<file path="config.mk">
export PLATFORM = sky130hd
export DESIGN_NAME = leaf_mport_adapter
export DESIGN_NICKNAME = d
export VERILOG_FILES = /design/src/rtl/leaf_mport_adapter.sv
export SDC_FILE = /design/constraint.sdc
export NUM_CORES = 1
export LEC_CHECK = 0
export BUFFER_PORTS_ARGS = -buffer_cell sky130_fd_sc_hd__buf_2
export CORE_MARGIN = 2
export CORE_UTILIZATION = 53
export DETAILED_ROUTE_END_ITERATION = 8
export GPL_TIMING_DRIVEN = 0
export PLACE_DENSITY = 0.81
export SLEW_MARGIN = 5
export SYNTH_ARGS = -nofsm -noshare
export SYNTH_HDL_FRONTEND = slang
export SYNTH_SLANG_ARGS = --single-unit
</file>
<file path="constraint.sdc">
create_clock -name clk -period 5.8 [get_ports clk]
set_clock_uncertainty 0.2 [all_clocks]
set_input_delay 1.16 -clock clk [delete_from_list [all_inputs] [get_ports clk]]
set_output_delay 1.16 -clock clk [all_outputs]
set_load 0.005 [all_outputs]
</file>
<file path="src/rtl/leaf_mport_adapter.sv">
`default_nettype none
// ---------------------------------------------------------------------------
// leaf_mport_adapter : multi-port BFT leaf adapter with RX FIFOs, TX arbitration
// Revision 1.0
// ---------------------------------------------------------------------------
module leaf_mport_adapter #(
   parameter int PACKET_BITS   = 49,
   parameter int PAYLOAD_BITS  = 32,
   parameter int NUM_LEAF_BITS = 3,
   parameter int NUM_PORT_BITS = 4,
   parameter int SEQ_BITS      = 9,
   parameter int LEAF_ID       = 4,
   parameter int NUM_IN_PORTS  = 2,
   parameter int NUM_OUT_PORTS = 2,
   parameter int FIFO_DEPTH    = 8
) (
   input  logic                                           clk,
   input  logic                                           reset,
   input  logic [PACKET_BITS-1:0]                         din_leaf_bft2interface,
   output logic [PACKET_BITS-1:0]                         dout_leaf_interface2bft,
   input  logic                                           tx_stall,
   input  logic                                           clear_flags,
   input  logic [NUM_OUT_PORTS*(NUM_LEAF_BITS+NUM_PORT_BITS)-1:0] dest_cfg,
   output logic [NUM_IN_PORTS*PAYLOAD_BITS-1:0]           dout_leaf_interface2user,
   output logic [NUM_IN_PORTS-1:0]                        vld_interface2user,
   input  logic [NUM_IN_PORTS-1:0]                        ack_user2interface,
   input  logic [NUM_OUT_PORTS*PAYLOAD_BITS-1:0]          din_leaf_user2interface,
   input  logic [NUM_OUT_PORTS-1:0]                       vld_user2interface,
   output logic [NUM_OUT_PORTS-1:0]                       ack_interface2user,
   output logic [NUM_IN_PORTS-1:0]                        rx_overflow,
   output logic                                           rx_misroute
);

   localparam int DW       = NUM_LEAF_BITS + NUM_PORT_BITS;
   localparam int AW       = $clog2(FIFO_DEPTH);
   localparam int GW       = (NUM_OUT_PORTS > 1) ? $clog2(NUM_OUT_PORTS) : 1;
   localparam int SEQ_LSB  = PAYLOAD_BITS;
   localparam int PORT_LSB = PAYLOAD_BITS + SEQ_BITS;
   localparam int LEAF_LSB = PORT_LSB + NUM_PORT_BITS;

   // ------------------------------------------------------------------ RX
   logic                     pkt_valid;
   logic [NUM_LEAF_BITS-1:0] pkt_leaf;
   logic [NUM_PORT_BITS-1:0] pkt_port;
   logic [PAYLOAD_BITS-1:0]  pkt_payload;
   logic                     addr_ok;
   logic                     rx_accept;
   logic                     misroute_set;
   logic [NUM_IN_PORTS-1:0]  ovf_set;
   logic                     unused_seq_bits;

   assign pkt_valid    = din_leaf_bft2interface[PACKET_BITS-1];
   assign pkt_leaf     = din_leaf_bft2interface[LEAF_LSB +: NUM_LEAF_BITS];
   assign pkt_port     = din_leaf_bft2interface[PORT_LSB +: NUM_PORT_BITS];
   assign pkt_payload  = din_leaf_bft2interface[PAYLOAD_BITS-1:0];
   assign unused_seq_bits = ^din_leaf_bft2interface[SEQ_LSB +: SEQ_BITS];

   assign addr_ok      = (pkt_leaf == NUM_LEAF_BITS'(LEAF_ID)) &&
                         (32'(pkt_port) < NUM_IN_PORTS);
   assign rx_accept    = pkt_valid && addr_ok;
   assign misroute_set = pkt_valid && !addr_ok;

   generate
      for (genvar p = 0; p < NUM_IN_PORTS; p++) begin : g_rx_port
         logic [PAYLOAD_BITS-1:0] mem [FIFO_DEPTH];
         logic [AW-1:0]           wr_ptr;
         logic [AW-1:0]           rd_ptr;
         logic [AW:0]             count;
         logic                    wr_req;
         logic                    pop;
         logic                    full;
         logic                    wr_ok;

         assign wr_req = rx_accept && (32'(pkt_port) == p);
         assign pop    = (count != '0) && ack_user2interface[p];
         assign full   = (count == (AW+1)'(FIFO_DEPTH));
         // A same-cycle pop frees the slot the write needs.
         assign wr_ok  = wr_req && (!full || pop);
         assign ovf_set[p] = wr_req && full && !pop;

         always_ff @(posedge clk) begin
            if (wr_ok) begin
               mem[wr_ptr] <= pkt_payload;
            end
         end

         always_ff @(posedge clk) begin
            if (reset) begin
               wr_ptr <= '0;
               rd_ptr <= '0;
               count  <= '0;
            end else begin
               if (wr_ok) begin
                  wr_ptr <= wr_ptr + AW'(1);
               end
               if (pop) begin
                  rd_ptr <= rd_ptr + AW'(1);
               end
               case ({wr_ok, pop})
                  2'b10:   count <= count + (AW+1)'(1);
                  2'b01:   count <= count - (AW+1)'(1);
                  default: count <= count;
               endcase
            end
         end

         assign dout_leaf_interface2user[p*PAYLOAD_BITS +: PAYLOAD_BITS] = mem[rd_ptr];
         assign vld_interface2user[p] = (count != '0);
      end
   endgenerate

   always_ff @(posedge clk) begin
      if (reset) begin
         rx_overflow <= '0;
         rx_misroute <= 1'b0;
      end else if (clear_flags) begin
         rx_overflow <= ovf_set;
         rx_misroute <= misroute_set;
      end else begin
         rx_overflow <= rx_overflow | ovf_set;
         rx_misroute <= rx_misroute | misroute_set;
      end
   end

   // ------------------------------------------------------------------ TX
   logic [GW-1:0]       last_grant;
   logic [GW-1:0]       grant_idx;
   logic [GW-1:0]       cand;
   logic                grant_any;
   logic [SEQ_BITS-1:0] seq_cnt [NUM_OUT_PORTS];

   // Search starts one past the previous winner so every requester gets a turn.
   always_comb begin
      grant_any          = 1'b0;
      grant_idx          = '0;
      cand               = '0;
      ack_interface2user = '0;
      if (!reset && !tx_stall) begin
         for (int k = 1; k <= NUM_OUT_PORTS; k++) begin
            cand = GW'((int'(last_grant) + k) % NUM_OUT_PORTS);
            if (!grant_any && vld_user2interface[cand]) begin
               grant_any = 1'b1;
               grant_idx = cand;
            end
         end
      end
      if (grant_any) begin
         ack_interface2user[grant_idx] = 1'b1;
      end
   end

   always_ff @(posedge clk) begin
      if (reset) begin
         dout_leaf_interface2bft <= '0;
         last_grant              <= GW'(NUM_OUT_PORTS - 1);
         for (int i = 0; i < NUM_OUT_PORTS; i++) begin
            seq_cnt[i] <= '0;
         end
      end else if (grant_any) begin
         dout_leaf_interface2bft <= {1'b1,
                                     dest_cfg[grant_idx*DW +: DW],
                                     seq_cnt[grant_idx],
                                     din_leaf_user2interface[grant_idx*PAYLOAD_BITS +: PAYLOAD_BITS]};
         seq_cnt[grant_idx]      <= seq_cnt[grant_idx] + SEQ_BITS'(1);
         last_grant              <= grant_idx;
      end else begin
         dout_leaf_interface2bft <= '0;
      end
   end

endmodule
`default_nettype wire

</file>
==> impl_metrics.tcl, run 1 <==
set metrics [dict create \
    status "finished, final reports clean" \
    cts-htree-levels 2 \
    routed_wl_um 54350 \
    grt_pass1_vias 13110 \
    nNetsFinal 1677 \
    fmax_mhz 223.5 \
    p_leak_nw 9.328 \
    relSlewSlack 0.3811 \
    min_from "last_grant" \
    clk_pin_slew_ns 0.06 \
    worst-path-max-fanout 10 \
    asyncSetResetFlopFracSynth 0 \
    grt_pass1_wl_um 79810 \
    cts_buffer_depth 3 \
    dpl_cell_area_um2 25720 \
    whs_path_depth 1 \
    n_antenna_cell 0 \
    yosysUniqueCellTypes 47 \
    fin_crit_sh 0.7713 \
    place.gp.congestion 0.8607 \
    gr-total-overflow 0 \
    crit_arrival_ns 3.11 \
    grtUsageTotal 0.2449 \
    sw_frac_of_total 0.2275 \
    required_ns 4.44 \
    peakVddDrop_mv 0.2773 \
    cp-end-kind "output port" \
    dp_cells 2060 \
    synth_nets 1340 \
    setup_violations 0 \
    final_cells 2164 \
    drt_iter0_markers 1086 \
    ys_seq_elements 609 \
    hold-worst-slack_ns 0.2705 \
    vias 12750 \
    start_kind "register" \
    worstPathCellList "clkbuf_1, clkbuf_1, mux4_2, mux2_2, buf_2" \
    final_hold_viol_count 0 \
    worstMarginPinSlew_ns 0.9284 \
    cts_root_buf "clkbuf_16" \
    cts_setup_buffers 0 \
    clkPwrFrac 0.387 \
    final_cell_mix "530 x edfxtp_1, 257 x buf_2, 128 x mux4_2" \
    p_seq_frac 0.500 \
    clk_latency_ns 0.60 \
    die_w_um 213.1 \
    power_w 0.009668 \
    cp_slowest_cell "clkbuf_1" \
    routed_via_density 5.890 \
    cts_tree "built" \
    combPwrFrac 0.113 \
    cp_num_buf_inv 3 \
    final_area_um2 27600 \
    wl_per_cell_um 25.12 \
    synth.avg_cell_area_um2 19.34 \
    drc 0 \
    drive_above_1_share 0.3699 \
    synthCells 1198 \
    p_per_area_nw_per_um2 350.3 \
    ys.flop_type "edfxtp_1" \
    first_pass_iters 5 \
    min_path_type "reg2reg" \
    cts_resized 0 \
    dp_hpwl_um 34540 \
    hold_buffers 0 \
    die_h_um 213.1 \
    worstRegToRegCells 7 \
    num_rows 76 \
    final_common_cell "edfxtp_1" \
    portBuffers 244 \
    cts_buffers 58 \
    power.switching_w 0.002199 \
    cpPeakStageDelay_ns 0.74 \
    crit_family "buffers and inverters" \
    yosysSeqAreaShare 0.7552 \
    synth_edf_count 530 \
    ios 255 \
    syn_area_um2 23170 \
    setup_slack_ns 1.327 \
    fp.coreArea_um2 43080 \
    syn_to_final_growth_pct 19.11 \
    rr_endpoint "g_rx_port[1].mem[0][8]" \
    start_util 0.5379 \
    slew_viol_final 0 \
    cap_violations 0 \
    ys_warn_count 0 \
    path_class "reg2out" \
    grt_antenna_before_repair 2 \
    crit_top_cell "clkbuf_1" \
    rsz0062_at_grt "no" \
    grt_max_degree 24 \
    reg2reg_setup_slack_ns 2.53 \
    pre_cts_ws_ns 1.260 \
    hold-path-endpoint "last_grant" \
    dieArea_um2 45410 \
    rr_startpoint "g_rx_port[1].count[1]" \
    period_minus_slack_ns 4.473 \
    cts_sinks 609 \
    ant_nets 0 \
    p_int_w 0.007468 \
]
==> cell families (layout without fill, tap and decap cells) <==
family                     Yosys count  in the layout  synth area share
xor gates and xnor gates            26             26          0.009828
DFF                                609            609            0.7552
adders and majority gates            7              7          0.003780
buffers and inverters               67            448           0.01156
muxes                              200            200            0.1590
AOI/OAI and AO/OA                   69             69           0.01760
and+or+nand+nor                    220            220           0.04304
==> registers in the layout (all words and copies together), names as in the netlist, named ones only <==
signal / count
dout_leaf_interface2bft: 49
g_rx_port.count: 8
g_rx_port.mem: 512
g_rx_port.rd_ptr: 6
g_rx_port.wr_ptr: 6
last_grant: 1
rx_misroute: 1
rx_overflow: 2
seq_cnt: 18
==> Yosys cell counts (3+ instances only) <==
| master | instances | area, um^2 |
|---|---|---|
| xor2_1 | 15 | 131.4 |
| nand2_1 | 110 | 412.9 |
| a211oi_1 | 3 | 22.52 |
| inv_1 | 8 | 30.03 |
| nor3_1 | 11 | 55.05 |
| nand2b_1 | 7 | 43.79 |
| buf_2 | 13 | 65.06 |
| mux4_2 | 128 | 2883 |
| edfxtp_1 | 530 | 15920 |
| ha_1 | 7 | 87.58 |
| nor2_1 | 51 | 191.4 |
| buf_1 | 5 | 18.77 |
| mux2i_1 | 7 | 70.07 |
| nor2b_1 | 6 | 37.54 |
| and2_1 | 3 | 18.77 |
| o21ai_1 | 3 | 15.01 |
| nand3_1 | 9 | 45.04 |
| a21oi_1 | 52 | 260.3 |
| clkbuf_1 | 40 | 150.1 |
| dfxtp_1 | 79 | 1582 |
| xnor2_1 | 11 | 96.34 |
| mux2_2 | 65 | 732.0 |
| nand4_1 | 3 | 18.77 |
==> power groups by stage <==
stage | Combinational (W) | Sequential (W) | Clock (W)
floorplan | 0.000716 | 0.00492 | 0
global placement | 0.00107 | 0.00492 | 0
detailed placement | 0.00110 | 0.00492 | 0
CTS | 0.00111 | 0.00483 | 0.00380
global route | 0.00118 | 0.00484 | 0.00395
finish | 0.00109 | 0.00483 | 0.00375
==> worst register-to-register path: stages, from the launching register on <==
cell,delay (ns)
dfxtp_1,0.31
clkbuf_1,0.25
nor3_1,0.17
a2111oi_4,0.50
nand2b_1,0.33
nor3_2,0.75
buf_6,0.28
buf_6,0.19
==> through the flow <==
stage                     setup TNS [ns]  utilization
after floorplan                        0            -
after global placement           -403.11       0.5834
after detailed placement               0       0.5970
after CTS                              0       0.6406
after global routing                   0       0.6406
final                                  0       0.6406
==> layout make-up <==
cell class | count | area (um^2)
Multi-Input combinational cell | 522 | 5519
Clock buffer | 74 | 1554
Tap cell | 585 | 732.0
Inverter | 9 | 33.78
Buffer | 58 | 234.0
Clock inverter | 30 | 324.1
Sequential cell | 609 | 17500
Fill cell | 2843 | 15480
Timing Repair Buffer | 277 | 1703
==> routing by layer <==
metal	GRT usage	share of wire	up-vias	wire length [um]
li1	-	-	5416	-
met1	0.3030	0.37	6518	19980
met2	0.4259	0.51	693	27950
met3	0.05501	0.084	118	4563
met4	0.08657	0.034	2	1844
met5	0	0.00020	-	11
==> worst max path at each step <==
| stage | cells past startpoint | slack, ns | endpoint |
|---|---|---|---|
| 2_1_floorplan | 4 | 0.56 | g_rx_port[1].mem[0][0] |
| 3_3_place_gp | 6 | -2.00 | g_rx_port[0].mem[3][17] |
| 3_5_place_dp | 7 | 1.26 | g_rx_port[1].mem[0][11] |
| 4_1_cts | 5 | 1.27 | dout_leaf_interface2user[41] |
| 5_1_grt | 5 | 1.20 | dout_leaf_interface2user[57] |
| 6_report | 5 | 1.33 | dout_leaf_interface2user[32] |
No activity file was read; power rests on OpenSTA's default activity.
==> run 2, diff against run 1 <==
- clock period: 5.8 -> 3.98 ns (I/O delays scaled with it)
==> impl_metrics.tcl, run 2 (synthesis gave the netlist of run 1 again) <==
set metrics [dict create \
    dieArea_um2 45410 \
    cts_tree "built" \
    dp_hpwl_um 34310 \
    p_per_area_nw_per_um2 499.7 \
    die_h_um 213.1 \
    die_w_um 213.1 \
    cts_resized 10 \
    worstPathCellList "clkbuf_1, mux4_2, mux2_2, buf_2" \
    nNetsFinal 1670 \
    cts_root_buf "clkbuf_16" \
    first_pass_iters 7 \
    crit_family "buffers and inverters" \
    cp-end-kind "output port" \
    fmax_mhz 264.9 \
    worstRegToRegCells 7 \
    clk_pin_slew_ns 0.06 \
    fillers 2893 \
    drc 0 \
    grtUsageTotal 0.2331 \
    fp.coreArea_um2 43080 \
    cp.depth 4 \
    rsz0062_at_grt "no" \
    final_hold_viol_count 0 \
    crit_arrival_ns 2.78 \
    final_cell_mix "530 x edfxtp_1, 256 x buf_2, 128 x mux4_2" \
    cp_slowest_cell "dfxtp_1" \
    cts-htree-levels 2 \
    peakVddDrop_mv 0.4786 \
    endpoint "dout_leaf_interface2user[34]" \
    p_leak_nw 9.283 \
    cp_num_buf_inv 2 \
    min_path_type "in2reg" \
    clk_latency_ns 0.61 \
    place.gp.congestion 0.8794 \
    required_ns 2.98 \
    vias 12430 \
    reg_top3 "g_rx_port.mem x512, dout_leaf_interface2bft x49, seq_cnt x18" \
    slew_viol_final 0 \
    path_class "reg2out" \
    cpPeakStageDelay_ns 0.71 \
    status "finished, final reports clean" \
    drive_above_1_share 0.3786 \
    routed_via_density 5.761 \
    final_common_cell "edfxtp_1" \
    timing.setup.tns_ns 0 \
    ios 255 \
    drt_iter0_markers 1073 \
    cts_setup_buffers 0 \
    p_seq_frac 0.516 \
    start_kind "register" \
    worstMarginPinSlew_ns 0.8819 \
    period_minus_slack_ns 3.775 \
    cts_buffer_depth 3 \
    worst-path-max-fanout 10 \
    num_rows 76 \
    grt_max_degree 24 \
    syn_to_final_growth_pct 18.53 \
    grt_antenna_before_repair 3 \
    rr_endpoint "g_rx_port[1].mem[4][17]" \
    clkPwrFrac 0.372 \
    hold_buffers 0 \
    grt_pass1_vias 13050 \
    grt_pass1_wl_um 76820 \
    power.switching_w 0.003078 \
    p_int_w 0.01064 \
    cap_violations 0 \
    sw_frac_of_total 0.2243 \
    power_w 0.01372 \
    gr-total-overflow 0 \
    start_util 0.5379 \
    combPwrFrac 0.112 \
    cts_buffers 58 \
    cts_sinks 609 \
    reg2reg_setup_slack_ns 0.76 \
    setup_violations 0 \
    rr_startpoint "g_rx_port[1].count[1]" \
    largest_reg_flops 512 \
    portBuffers 244 \
    relSlewSlack 0.4089 \
    fin_crit_sh 0.9485 \
    routed_wl_um 51590 \
    ant_nets 0 \
    wl_per_cell_um 23.92 \
    largest-register "g_rx_port.mem" \
]
## run 2: cell types whose count changed in the layout (fill, tap and decap cells not counted), sizes merged
cell | before | now
bufinv | 5 | 2
diode | 0 | 3
inv | 9 | 11
buf | 295 | 290
clkbuf | 114 | 109
clkinv | 22 | 23
## run 2: through the flow
| stage | setup WS, ns | utilization | instance area (um^2) | instances | hold WS, ns |
|---|---|---|---|---|---|
| floorplan | -0.8109 | - | 23220 | 1198 | 0.2269 |
| global placement | -3.449 | 0.5845 | 25180 | 2027 | 0.2477 |
| detailed placement | -0.04327 | 0.5967 | 25700 | 2056 | 0.2626 |
| CTS | 0.001261 | 0.6373 | 27450 | 2155 | 0.1913 |
| global route | 0.08747 | 0.6375 | 27460 | 2156 | 0.2156 |
| finish | 0.2049 | 0.6375 | 27460 | 2157 | 0.2250 |
## run 2: routing by layer
metal	global-route usage	share of wire	vias up
li1	-	-	5395
met1	0.2951	0.38	6330
met2	0.4017	0.51	607
met3	0.04221	0.080	95
met4	0.09187	0.033	0
met5	0	0	-
## run 2: worst min path at each step
| stage | startpoint | endpoint | slack [ns] | cells past startpoint |
|---|---|---|---|---|
| finish | din_leaf_user2interface[35] | dout_leaf_interface2bft[3] | 0.22 | 3 |
| global route | din_leaf_user2interface[41] | dout_leaf_interface2bft[9] | 0.22 | 3 |
| CTS | din_leaf_user2interface[35] | dout_leaf_interface2bft[3] | 0.19 | 3 |
| detailed placement | last_grant | last_grant | 0.26 | 1 |
| global placement | last_grant | last_grant | 0.25 | 1 |
| floorplan | last_grant | last_grant | 0.23 | 1 |
## run 2: worst reg2reg max path, delay by kind of cell, from the launching register on
family	cells	cell delay, ns
and+or+nand+nor	3	1.16
buffers and inverters	3	0.72
AOI/OAI and AO/OA	1	0.51
DFF	1	0.31
## run 2: area by class of cell
cell class                 instances  area, um^2  area share
clock inverter                    30       211.5    0.007700
sequential                       609       17500      0.6372
clock buffer                      71        1531     0.05577
tap                              585       732.0     0.02665
timing repair buffer             273        1677     0.06105
multi-input combinational        522        5532      0.2014
inverter                           9       33.78    0.001230
buffer                            55       239.0    0.008702
antenna                            3       7.507   0.0002734
## run 2: power by group through the flow
stage	Combinational (W)	Sequential (W)	Clock, W
after floorplan	0.00104	0.00717	0
after global placement	0.00155	0.00717	0
after global routing	0.00167	0.00709	0.00541
final	0.00154	0.00708	0.00510
after detailed placement	0.00159	0.00718	0
after CTS	0.00157	0.00707	0.00517
